`src/rtl/mem_copy_engine.sv`:
```
// rtl/mem_copy_engine.sv - word-at-a-time memory copy bus initiator
//
// Copies len words from src_addr to dst_addr, one read then one write per word.
// Ports:
//   clk         in   single clock, rising edge
//   reset       in   synchronous, active-low
//   start       in   one-cycle request, accepted only in IDLE
//   src_addr    in   first source word address (latched on accept)
//   dst_addr    in   first destination word address (latched on accept)
//   len         in   number of words to copy (latched on accept)
//   read_data   in   bus read return, valid in the second cycle of a read
//   mem_cmd     out  bus command: 00 none, 01 read, 10 write
//   mem_addr    out  bus address
//   write_data  out  internal word buffer
//   busy        out  high while a word is being moved
//   done        out  one-cycle completion pulse
//   words_left  out  remaining word count
module mem_copy_engine #(
    parameter int AW = 9,
    parameter int DW = 16,
    parameter int LW = 9
) (
    input  logic          clk,
    input  logic          reset,
    input  logic          start,
    input  logic [AW-1:0] src_addr,
    input  logic [AW-1:0] dst_addr,
    input  logic [LW-1:0] len,
    input  logic [DW-1:0] read_data,
    output logic [1:0]    mem_cmd,
    output logic [AW-1:0] mem_addr,
    output logic [DW-1:0] write_data,
    output logic          busy,
    output logic          done,
    output logic [LW-1:0] words_left
);

    localparam logic [1:0] MNONE  = 2'b00;
    localparam logic [1:0] MREAD  = 2'b01;
    localparam logic [1:0] MWRITE = 2'b10;

    typedef enum logic [2:0] {
        S_IDLE,
        S_RD_A,
        S_RD_D,
        S_WR,
        S_DONE
    } state_t;

    state_t        state;
    state_t        state_nxt;
    logic [AW-1:0] src_cur;
    logic [AW-1:0] dst_cur;
    logic [LW-1:0] cnt;
    logic [DW-1:0] word_buf;

    logic load;
    logic capture;
    logic advance;

    always_ff @(posedge clk) begin
        if (!reset) begin
            state    <= S_IDLE;
            src_cur  <= '0;
            dst_cur  <= '0;
            cnt      <= '0;
            word_buf <= '0;
        end else begin
            state <= state_nxt;
            if (load) begin
                src_cur <= src_addr;
                dst_cur <= dst_addr;
                cnt     <= len;
            end
            if (capture) begin
                word_buf <= read_data;
            end
            // Addresses wrap naturally at AW bits; no wrap is flagged.
            if (advance) begin
                src_cur <= src_cur + AW'(1);
                dst_cur <= dst_cur + AW'(1);
                cnt     <= cnt - LW'(1);
            end
        end
    end

    always_comb begin
        state_nxt = state;
        load      = 1'b0;
        capture   = 1'b0;
        advance   = 1'b0;
        mem_cmd   = MNONE;
        mem_addr  = '0;
        busy      = 1'b0;
        done      = 1'b0;

        case (state)
            S_IDLE: begin
                if (start) begin
                    // A zero-length request finishes without touching the bus
                    // or the latched registers.
                    if (len != '0) begin
                        load      = 1'b1;
                        state_nxt = S_RD_A;
                    end else begin
                        state_nxt = S_DONE;
                    end
                end
            end
            S_RD_A: begin
                mem_cmd   = MREAD;
                mem_addr  = src_cur;
                busy      = 1'b1;
                state_nxt = S_RD_D;
            end
            S_RD_D: begin
                mem_cmd   = MREAD;
                mem_addr  = src_cur;
                busy      = 1'b1;
                capture   = 1'b1;
                state_nxt = S_WR;
            end
            S_WR: begin
                mem_cmd   = MWRITE;
                mem_addr  = dst_cur;
                busy      = 1'b1;
                advance   = 1'b1;
                state_nxt = (cnt == LW'(1)) ? S_DONE : S_RD_A;
            end
            S_DONE: begin
                done      = 1'b1;
                state_nxt = S_IDLE;
            end
            default: begin
                state_nxt = S_IDLE;
            end
        endcase
    end

    assign write_data = word_buf;
    assign words_left = cnt;

endmodule

```
`config.mk`:
```
export PLATFORM = sky130hd
export DESIGN_NAME = mem_copy_engine
export DESIGN_NICKNAME = d
export VERILOG_FILES = /design/src/rtl/mem_copy_engine.sv
export SDC_FILE = /design/constraint.sdc
export NUM_CORES = 1
export LEC_CHECK = 0
export CORE_UTILIZATION = 40
export DETAILED_ROUTE_END_ITERATION = 8
export PLACE_DENSITY = 0.71
export REMOVE_ABC_BUFFERS = 1
export SETUP_SLACK_MARGIN = 0.02
export SLEW_MARGIN = 20
export SYNTH_ARGS = -nofsm -noshare
export SYNTH_HDL_FRONTEND = slang
export SYNTH_SLANG_ARGS = --single-unit
```
`constraint.sdc`:
```
create_clock -name clk -period 4.53 [get_ports clk]
set_input_delay 0.906 -clock clk [delete_from_list [all_inputs] [get_ports clk]]
set_output_delay 0.906 -clock clk [all_outputs]
set_load 0.01 [all_outputs]
```
==> impl_metrics.toml <==
[finish]
final_net_count = 432
final_core_util = 0.586
drive_gt1_frac = 0.0705
diodes = 0
final_cell_area_um2 = 3490
area_growth_pct = 40.2
final-instance-count-excl-fill = 458

[floorplanning]
rows = 28
initial_core_util = 0.418
fp.dieH_um = 80.9
die_w_um = 80.9
dieArea_um2 = 6550
core_um2 = 5960
ios = 84

[timing]
drv_slew = 0
rsz0062_at_grt = "false"
setup_viol = 0
achievable-frequency_mhz = 277
hold_violations = 0
period_share = 0.798
fin_tns_setup_ps = 0
slew_headroom = 0.359
tightest_slew_ps = 957
finClkSkew_ps = 11.5
period_minus_slack_ps = 3610

[logic_synthesis]
yosys.area.top_type = "dfxtp_1"
synth_edf_count = 0
async_reset_ff_frac = 0
ys_ff_latch = 46
yosys-top-cells-area = "dfxtp_1 37%, a21oi_1 8.2%, nand2_1 7.8%"
yosysTopAreaCellShare = 0.370
syn_avg_cell_area_um2 = 8.04
syn_inst = 310
synth_ff_type = "dfxtp_1"
syn-cell-area_um2 = 2490
synth_cell_type_count = 55
ys_seq_area_frac = 0.370
yosysWarnings = 0

[global_routing]
grt_pass1_wl_um = 11400
grt-ovfl-total = 0
antenna_found_initial = 0
grt_pass1_vias = 2335
grtUsageTotal = 0.225
grt_start_max_net_pins = 27

[clocking]
cts_buffer_depth = 2
post_cts_buffers = 0
numClockSinks = 46
cts_resized = 0
cts_hold_buf = 0
cts_root_buf = "clkbuf_8"
numCtsBuffers = 5
clk_latency_ps = 310
cts_tree = "yes"
htreeDepth = 2
clk_pin_slew_worst_paths_ps = 90

[critical_path]
rrSetupSlack_ps = 1940
r2r-start = "state[1]$_SDFFE_PN0P_"
critPathRequiredTime_ps = 3620
critPathKind = "register to output port"
startpoint = "state[1]$_SDFFE_PN0P_"
rr_worst_depth = 7
critPathArrivalTime_ps = 2710
cp-start-kind = "register"
r2r-end = "words_left[5]$_SDFFE_PN0P_"
cp_max_fo = 26
worst_setup_path_end_kind = "output port"
critPathCapture = "mem_cmd[1]"

[min_path]
hold_depth = 2
min_path_type = "register to register"

[power_and_ir_drop]
ir_drop_uv = 183
leakage_nw = 1.25
powerDensity_nw_per_um2 = 326

[place]
placed_cells = 450
gp_congestion = 0.862
place_hpwl_um = 5090
dpl_cell_area_um2 = 3350
io_buffers = 83

[drt]
drc = 0
drtIter0Drc = 141
routed_wl_um = 7270
wire_per_inst_um = 15.9
ant_nets = 0
viasPerCell = 5.82
num_vias = 2667
dr.pass1.iters = 4

[run_status]
status = "finished clean"

[job]
max_cap_viol_count = 0
-- power breakdown --
part	internal (W)	total [W]	switching (W)
combinational	0.000145	0.000278	0.000133
sequential	0.000440	0.000489	0.0000498
clock	0.000221	0.000372	0.000151
total	0.000805	0.00114	0.000334
-- kinds of logic (layout without fill, tap and decap cells) --
group | count (synthesis) | after routing | share of synthesized area
and+or+nand+nor | 113 | 113 | 0.233
buffers and inverters | 32 | 105 | 0.0532
xor gates and xnor gates | 1 | 1 | 0.00352
DFF | 46 | 46 | 0.370
adders and majority gates | 4 | 4 | 0.0201
AOI/OAI and AO/OA | 114 | 114 | 0.320
-- layout by cell type, fill, tap and decap left out, drive strengths merged, types with 4 or more instances in the layout --
master	n
and3	4
clkdlybuf4s50	83
clkbuf	5
inv	9
a22o	10
nand3	5
nor4	4
o211ai	6
nor3	4
nor2	11
o21a	5
nand2	52
and2	8
dfxtp	46
a31oi	10
nand4	9
a21oi	42
ha	4
or3	4
buf	5
o21ai	6
-- worst min path at each step --
stage	slack [ps]	start	to
final	460	write_data[6]$_SDFFE_PN0N_	write_data[6]$_SDFFE_PN0N_
after CTS	460	write_data[8]$_SDFFE_PN0N_	write_data[8]$_SDFFE_PN0N_
after floorplan	470	src_cur[2]$_SDFFE_PN0P_	src_cur[2]$_SDFFE_PN0P_
after global routing	480	write_data[15]$_SDFFE_PN0N_	write_data[15]$_SDFFE_PN0N_
after global placement	440	write_data[14]$_SDFFE_PN0N_	write_data[14]$_SDFFE_PN0N_
after detailed placement	450	write_data[8]$_SDFFE_PN0N_	write_data[8]$_SDFFE_PN0N_
-- worst max-delay path, cell delays in order, from the launching register on --
cell             delay [ps]
dfxtp_1                 630
nand3b_1                130
buf_4                   240
inv_1                   570
buf_4                   290
clkdlybuf4s50_1         550
-- stage by stage --
step                      hold slack, ps  total power (W)  setup WS, ps
after floorplan                      466         0.000630          1630
after global placement               442         0.000772          1320
after detailed placement             450         0.000774          1260
after CTS                            464          0.00114           934
after global routing                 478          0.00119           698
final                                458          0.00114           917
-- cells in the mapped netlist, drive strengths merged (2+ instances only) --
library cell / count
a211o: 2
a31o: 3
dfxtp: 46
ha: 4
or3: 4
o21ai: 6
or3b: 3
o221ai: 3
nand2: 52
nand3: 5
or2: 2
nand4: 9
a41oi: 2
o211ai: 6
o211a: 2
a41o: 2
and2: 8
a21oi: 42
and3: 4
inv: 9
nor4: 4
o31ai: 3
o21a: 5
buf: 9
or4: 3
nor3: 4
clkbuf: 14
nor2: 11
o31a: 2
a311oi: 3
a22o: 10
a31oi: 10
-- state kept, by name, summed over array words and instances, names as in the netlist --
name and flops:
write_data 16, state 3, src_cur 9, words_left 9
dst_cur 9
-- per-layer routing --
metal | wire length (um) | track usage | vias up
met5 | 0 | 0 | -
li1 | - | - | 1306
met2 | 3270 | 0.348 | 115
met4 | 97 | 0.0643 | 0
met1 | 3350 | 0.311 | 1236
met3 | 557 | 0.0506 | 10
-- area by class of cell --
class	count	area, um2
multi-input cells	232	1440
flip-flops and latches	46	921
fillers	575	2460
clock buffers	5	68.8
repair buffers	88	868
well taps	75	93.8
clock inverters	3	68.8
inverters	9	33.8
Note: power is estimated with default switching activity, not from simulation.
